[src/rtl/fifo_rd_fwft.sv]
// First-word-fall-through read stage: turns a FIFO empty/rd_en port into a valid/ready stream
// with a two-entry skid buffer and a saturating delivered-word counter.
module fifo_rd_fwft #(
    parameter int DATA_WIDTH = 8,
    parameter int CNT_WIDTH  = 16
) (
    input  logic                  rd_clk,
    input  logic                  rd_rst,
    input  logic                  fifo_empty,
    output logic                  fifo_rd_en,
    input  logic [DATA_WIDTH-1:0] fifo_rd_data,
    output logic [DATA_WIDTH-1:0] m_data,
    output logic                  m_valid,
    input  logic                  m_ready,
    output logic [1:0]            buf_count,
    output logic [CNT_WIDTH-1:0]  word_count
);

    logic [DATA_WIDTH-1:0] entry0_r;
    logic [DATA_WIDTH-1:0] entry1_r;
    logic [1:0]            count_r;
    logic                  valid_r;
    logic                  inflight_r;
    logic [CNT_WIDTH-1:0]  word_cnt_r;

    logic                  pop_s;
    logic                  push_s;
    logic [2:0]            credit_s;
    logic                  rd_en_s;
    logic [DATA_WIDTH-1:0] entry0_nxt_s;
    logic [DATA_WIDTH-1:0] entry1_nxt_s;
    logic [1:0]            count_nxt_s;
    logic [CNT_WIDTH-1:0]  word_cnt_nxt_s;

    // Handshake decode and read issue; credits count buffered plus inflight words
    always_comb begin
        pop_s    = valid_r & m_ready;
        push_s   = inflight_r;
        credit_s = {1'b0, count_r} + {2'b00, inflight_r} - {2'b00, pop_s};
        rd_en_s  = ~rd_rst & ~fifo_empty & (credit_s < 3'd2);
    end

    // Next buffer state from current occupancy and push/pop
    always_comb begin
        entry0_nxt_s = entry0_r;
        entry1_nxt_s = entry1_r;
        count_nxt_s  = count_r;
        case ({count_r, push_s, pop_s})
            4'b00_10: begin
                entry0_nxt_s = fifo_rd_data;
                count_nxt_s  = 2'd1;
            end
            4'b01_10: begin
                entry1_nxt_s = fifo_rd_data;
                count_nxt_s  = 2'd2;
            end
            4'b01_01: begin
                count_nxt_s  = 2'd0;
            end
            4'b01_11: begin
                entry0_nxt_s = fifo_rd_data;
                count_nxt_s  = 2'd1;
            end
            4'b10_01: begin
                entry0_nxt_s = entry1_r;
                count_nxt_s  = 2'd1;
            end
            4'b10_11: begin
                entry0_nxt_s = entry1_r;
                entry1_nxt_s = fifo_rd_data;
                count_nxt_s  = 2'd2;
            end
            default: begin
                entry0_nxt_s = entry0_r;
                entry1_nxt_s = entry1_r;
                count_nxt_s  = count_r;
            end
        endcase
    end

    // Saturating delivered-word counter
    always_comb begin
        if (pop_s && (word_cnt_r != {CNT_WIDTH{1'b1}})) begin
            word_cnt_nxt_s = word_cnt_r + {{(CNT_WIDTH-1){1'b0}}, 1'b1};
        end else begin
            word_cnt_nxt_s = word_cnt_r;
        end
    end

    // State and output registers
    always_ff @(posedge rd_clk) begin
        if (rd_rst) begin
            entry0_r   <= {DATA_WIDTH{1'b0}};
            entry1_r   <= {DATA_WIDTH{1'b0}};
            count_r    <= 2'd0;
            valid_r    <= 1'b0;
            inflight_r <= 1'b0;
            word_cnt_r <= {CNT_WIDTH{1'b0}};
        end else begin
            entry0_r   <= entry0_nxt_s;
            entry1_r   <= entry1_nxt_s;
            count_r    <= count_nxt_s;
            valid_r    <= (count_nxt_s != 2'd0);
            inflight_r <= rd_en_s;
            word_cnt_r <= word_cnt_nxt_s;
        end
    end

    assign fifo_rd_en = rd_en_s;
    assign m_data     = entry0_r;
    assign m_valid    = valid_r;
    assign buf_count  = count_r;
    assign word_count = word_cnt_r;

endmodule


[config.mk]
export PLATFORM = sky130hd
export DESIGN_NAME = fifo_rd_fwft
export DESIGN_NICKNAME = d
export VERILOG_FILES = /design/src/rtl/fifo_rd_fwft.sv
export SDC_FILE = /design/constraint.sdc
export NUM_CORES = 1
export LEC_CHECK = 0
export ABC_AREA = 1
export BUFFER_PORTS_ARGS = -buffer_cell sky130_fd_sc_hd__buf_2
export CORE_UTILIZATION = 49
export DETAILED_ROUTE_END_ITERATION = 8
export PLACE_DENSITY = 0.76
export SYNTH_ARGS = -nofsm -noshare
export SYNTH_HDL_FRONTEND = slang
export SYNTH_SLANG_ARGS = --single-unit
[constraint.sdc]
create_clock -name rd_clk -period 1.65 [get_ports rd_clk]
set_clock_uncertainty 0.1 [all_clocks]
set_input_delay 0.2475 -clock rd_clk [delete_from_list [all_inputs] [get_ports rd_clk]]
set_output_delay 0.2475 -clock rd_clk [all_outputs]
set_load 0.005 [all_outputs]
==> out/qor.csv <==
metric,value,unit
gp_congestion,0.844,
die_area,4100,µm²
hold_path.class,in -> reg,
yosys_register_bits,36,
cts_hold_buf,0,
place_area,2310,µm²
syn_nets,291,
grt.overflow.total,0,
r2r_end,word_count[0],
synth-compound-area-share,15.1,%
rows,22,
drive_gt1_share,31.7,%
avgSynthCellArea,6.81,µm²
yosys.area_share.simple,33.7,%
root_buffer,clkbuf_8,
critPathLaunchType,register,
rsz0062_at_grt,yes,
nNetsFinal,360,
layout_common_cells,"nand2_1, nor2_1, buf_2",
power,2.77,mW
io_pins,40,
h-tree-depth,2,
vias,1903,
synth_area,1890,µm²
drtIter0Drc,141,
wire_per_inst,11.4,µm
min_path_cells,2,
finalSetupViolCount,1,
endpoint_kind,output pin,
worstHoldStart,fifo_empty,
tightest_slew,0.258,ns
coreArea,3690,µm²
start_util,51.1,%
synthAdderAreaFrac,1.73,%
slew-limit-headroom,82.8,%
antenna_found_initial,0,
finalWirelength,4.49,mm
path_cells,nand2_4 -> clkinv_4 -> nand2_4 -> nand2_4 -> nand2_2 -> fa_1 -> nand2_2 -> nor3_2 -> buf_2,
clk_pin_slew,0.08,ns
antennaDiodeCount,0,
fin_cells,395,
cts_tree,yes,
worstSetupPathType,reg -> out,
grt_pass1_vias,1788,
fp.dieW,64.0,µm
outcome,"complete, but fails checks",
yosysWarnings,0,
critPathMaxFanout,3,
syn_inst,277,
post-route-period-util,128,%
layout_commonest_cell,nand2_1,
power_density,1110,nW/µm²
finalHoldViolCount,0,
grt_first_pass_wirelength,7.45,mm
crit_path_max_incr_delay,0.50,ns
muxShareOfSynthArea,0,%
regToRegSetupSlack,0.07,ns
r2r_cells,8,
violations,negative setup slack,
pre_cts_ws,-0.218,ns
track_usage,23.4,%
yosysUniqueCellTypes,27,
ir_worst_vdd,0.923,mV
portBuffers,39,
cpMaxStageDelayCell,fa_1,
fmax,0.472,GHz
syn_to_final_growth,32.6,%
grt_max_degree,23,
arrival,1.77,ns
cp_common_cell,nand2_4,
setup_ws,-0.467,ns
cts.sinks,36,
numCtsBuffers,5,
max_cap_viol_count,0,
antenna_left,0,
dp_hpwl,3.20,mm
clk_latency,0.30,ns
dr.pass1.iters,4,
slew_violations,0,
drc,0,
p_leak,1.15,nW
synth-seq-area-share,38.2,%
viasPerCell,4.82,
synth_top_family_by_area,simple AND/OR/NAND/NOR gates,
fin_crit,2.12,ns
final_area,2500,µm²
r2r_start,word_count[1],
chipHeight,64.0,µm
worst_hold_slack,0.0342,ns
place_inst,383,
whs_endpoint,inflight_r,
synthXorXnorAreaFrac,3.72,%
clockBufferDepth,2,
required,1.30,ns
critical path, delay by kind of cell, from the launching register on:
kind	cells	cell delay, ns
and+or+nand+nor	6	0.44
buffers and inverters	2	0.18
adders and majority gates	1	0.50
DFF	1	0.35
repair_timing:
action / CTS / global route
buffers inserted: 0 / 4
setup endpoints to repair: 2 / 22
pin swaps: 2 / 4
gates resized for setup: 2 / 13
stage by stage:
stage / setup TNS, ns / util [%]
finish: -0.467 / 67.8
global route: -0.535 / 67.8
CTS: -0.500 / 65.9
detailed placement: -0.224 / 62.8
global placement: -0.146 / 62.8
floorplan: -0.0911 / -
cell usage after synthesis (all sizes together):
library cell   n  area share [%]
buf            2             1.2
nand2         76              16
xnor2          5             2.3
a21oi         13             4.8
inv           27             5.5
ha             1            0.66
clkbuf         4            0.80
nor2          59              12
o21ai         32             9.3
nor3           4             1.3
fa             1             1.1
nand4          3             1.0
xor2           3             1.4
dfxtp         36              38
nand3         10             3.8
a21boi         1             1.0
sequential cells by signal, summed over array words and instances (netlist names):
register    count
entry1_r        8
m_data          8
inflight_r      1
m_valid         1
word_count     16
buf_count       2
cell families (layout without fill, tap and decap cells):
kind of cell | Yosys count | in the layout
adders and majority gates | 2 | 2
buffers and inverters | 33 | 103
AOI/OAI and AO/OA | 46 | 46
xor gates and xnor gates | 8 | 8
DFF | 36 | 36
and+or+nand+nor | 152 | 152
worst max-delay path by stage:
stage / start / endpoint / cells past startpoint / slack, ns
global placement: m_ready / fifo_rd_en / 10 / -0.15
global route: m_valid / fifo_rd_en / 9 / -0.53
finish: m_valid / fifo_rd_en / 9 / -0.47
detailed placement: m_ready / fifo_rd_en / 10 / -0.22
floorplan: m_valid / fifo_rd_en / 8 / -0.09
CTS: m_valid / fifo_rd_en / 9 / -0.50
routing by layer:
metal / global-route usage, % / wire length [µm] / vias up
met3: 7.14 / 173 / 5
li1: - / - / 1007
met4: 7.39 / 51 / 0
met2: 42.7 / 2330 / 36
met1: 25.5 / 1940 / 855
met5: 0 / 0 / -
power by group:
part           total, mW  internal (mW)  leakage [nW]  switching (mW)
registers           1.08           1.00         0.293          0.0740
logic              0.916          0.385         0.799           0.532
clock network      0.775          0.448        0.0552           0.327
total               2.77           1.84          1.15           0.932
final cells by class:
class,count,area [µm²]
multi-input combinational,208,1090
clock buffer,6,72.6
timing repair buffer,68,417
fill,329,1190
clock inverter,2,35.0
inverter,27,106
tap,48,60.1
sequential,36,723
No activity file was read; power rests on OpenSTA's default activity.
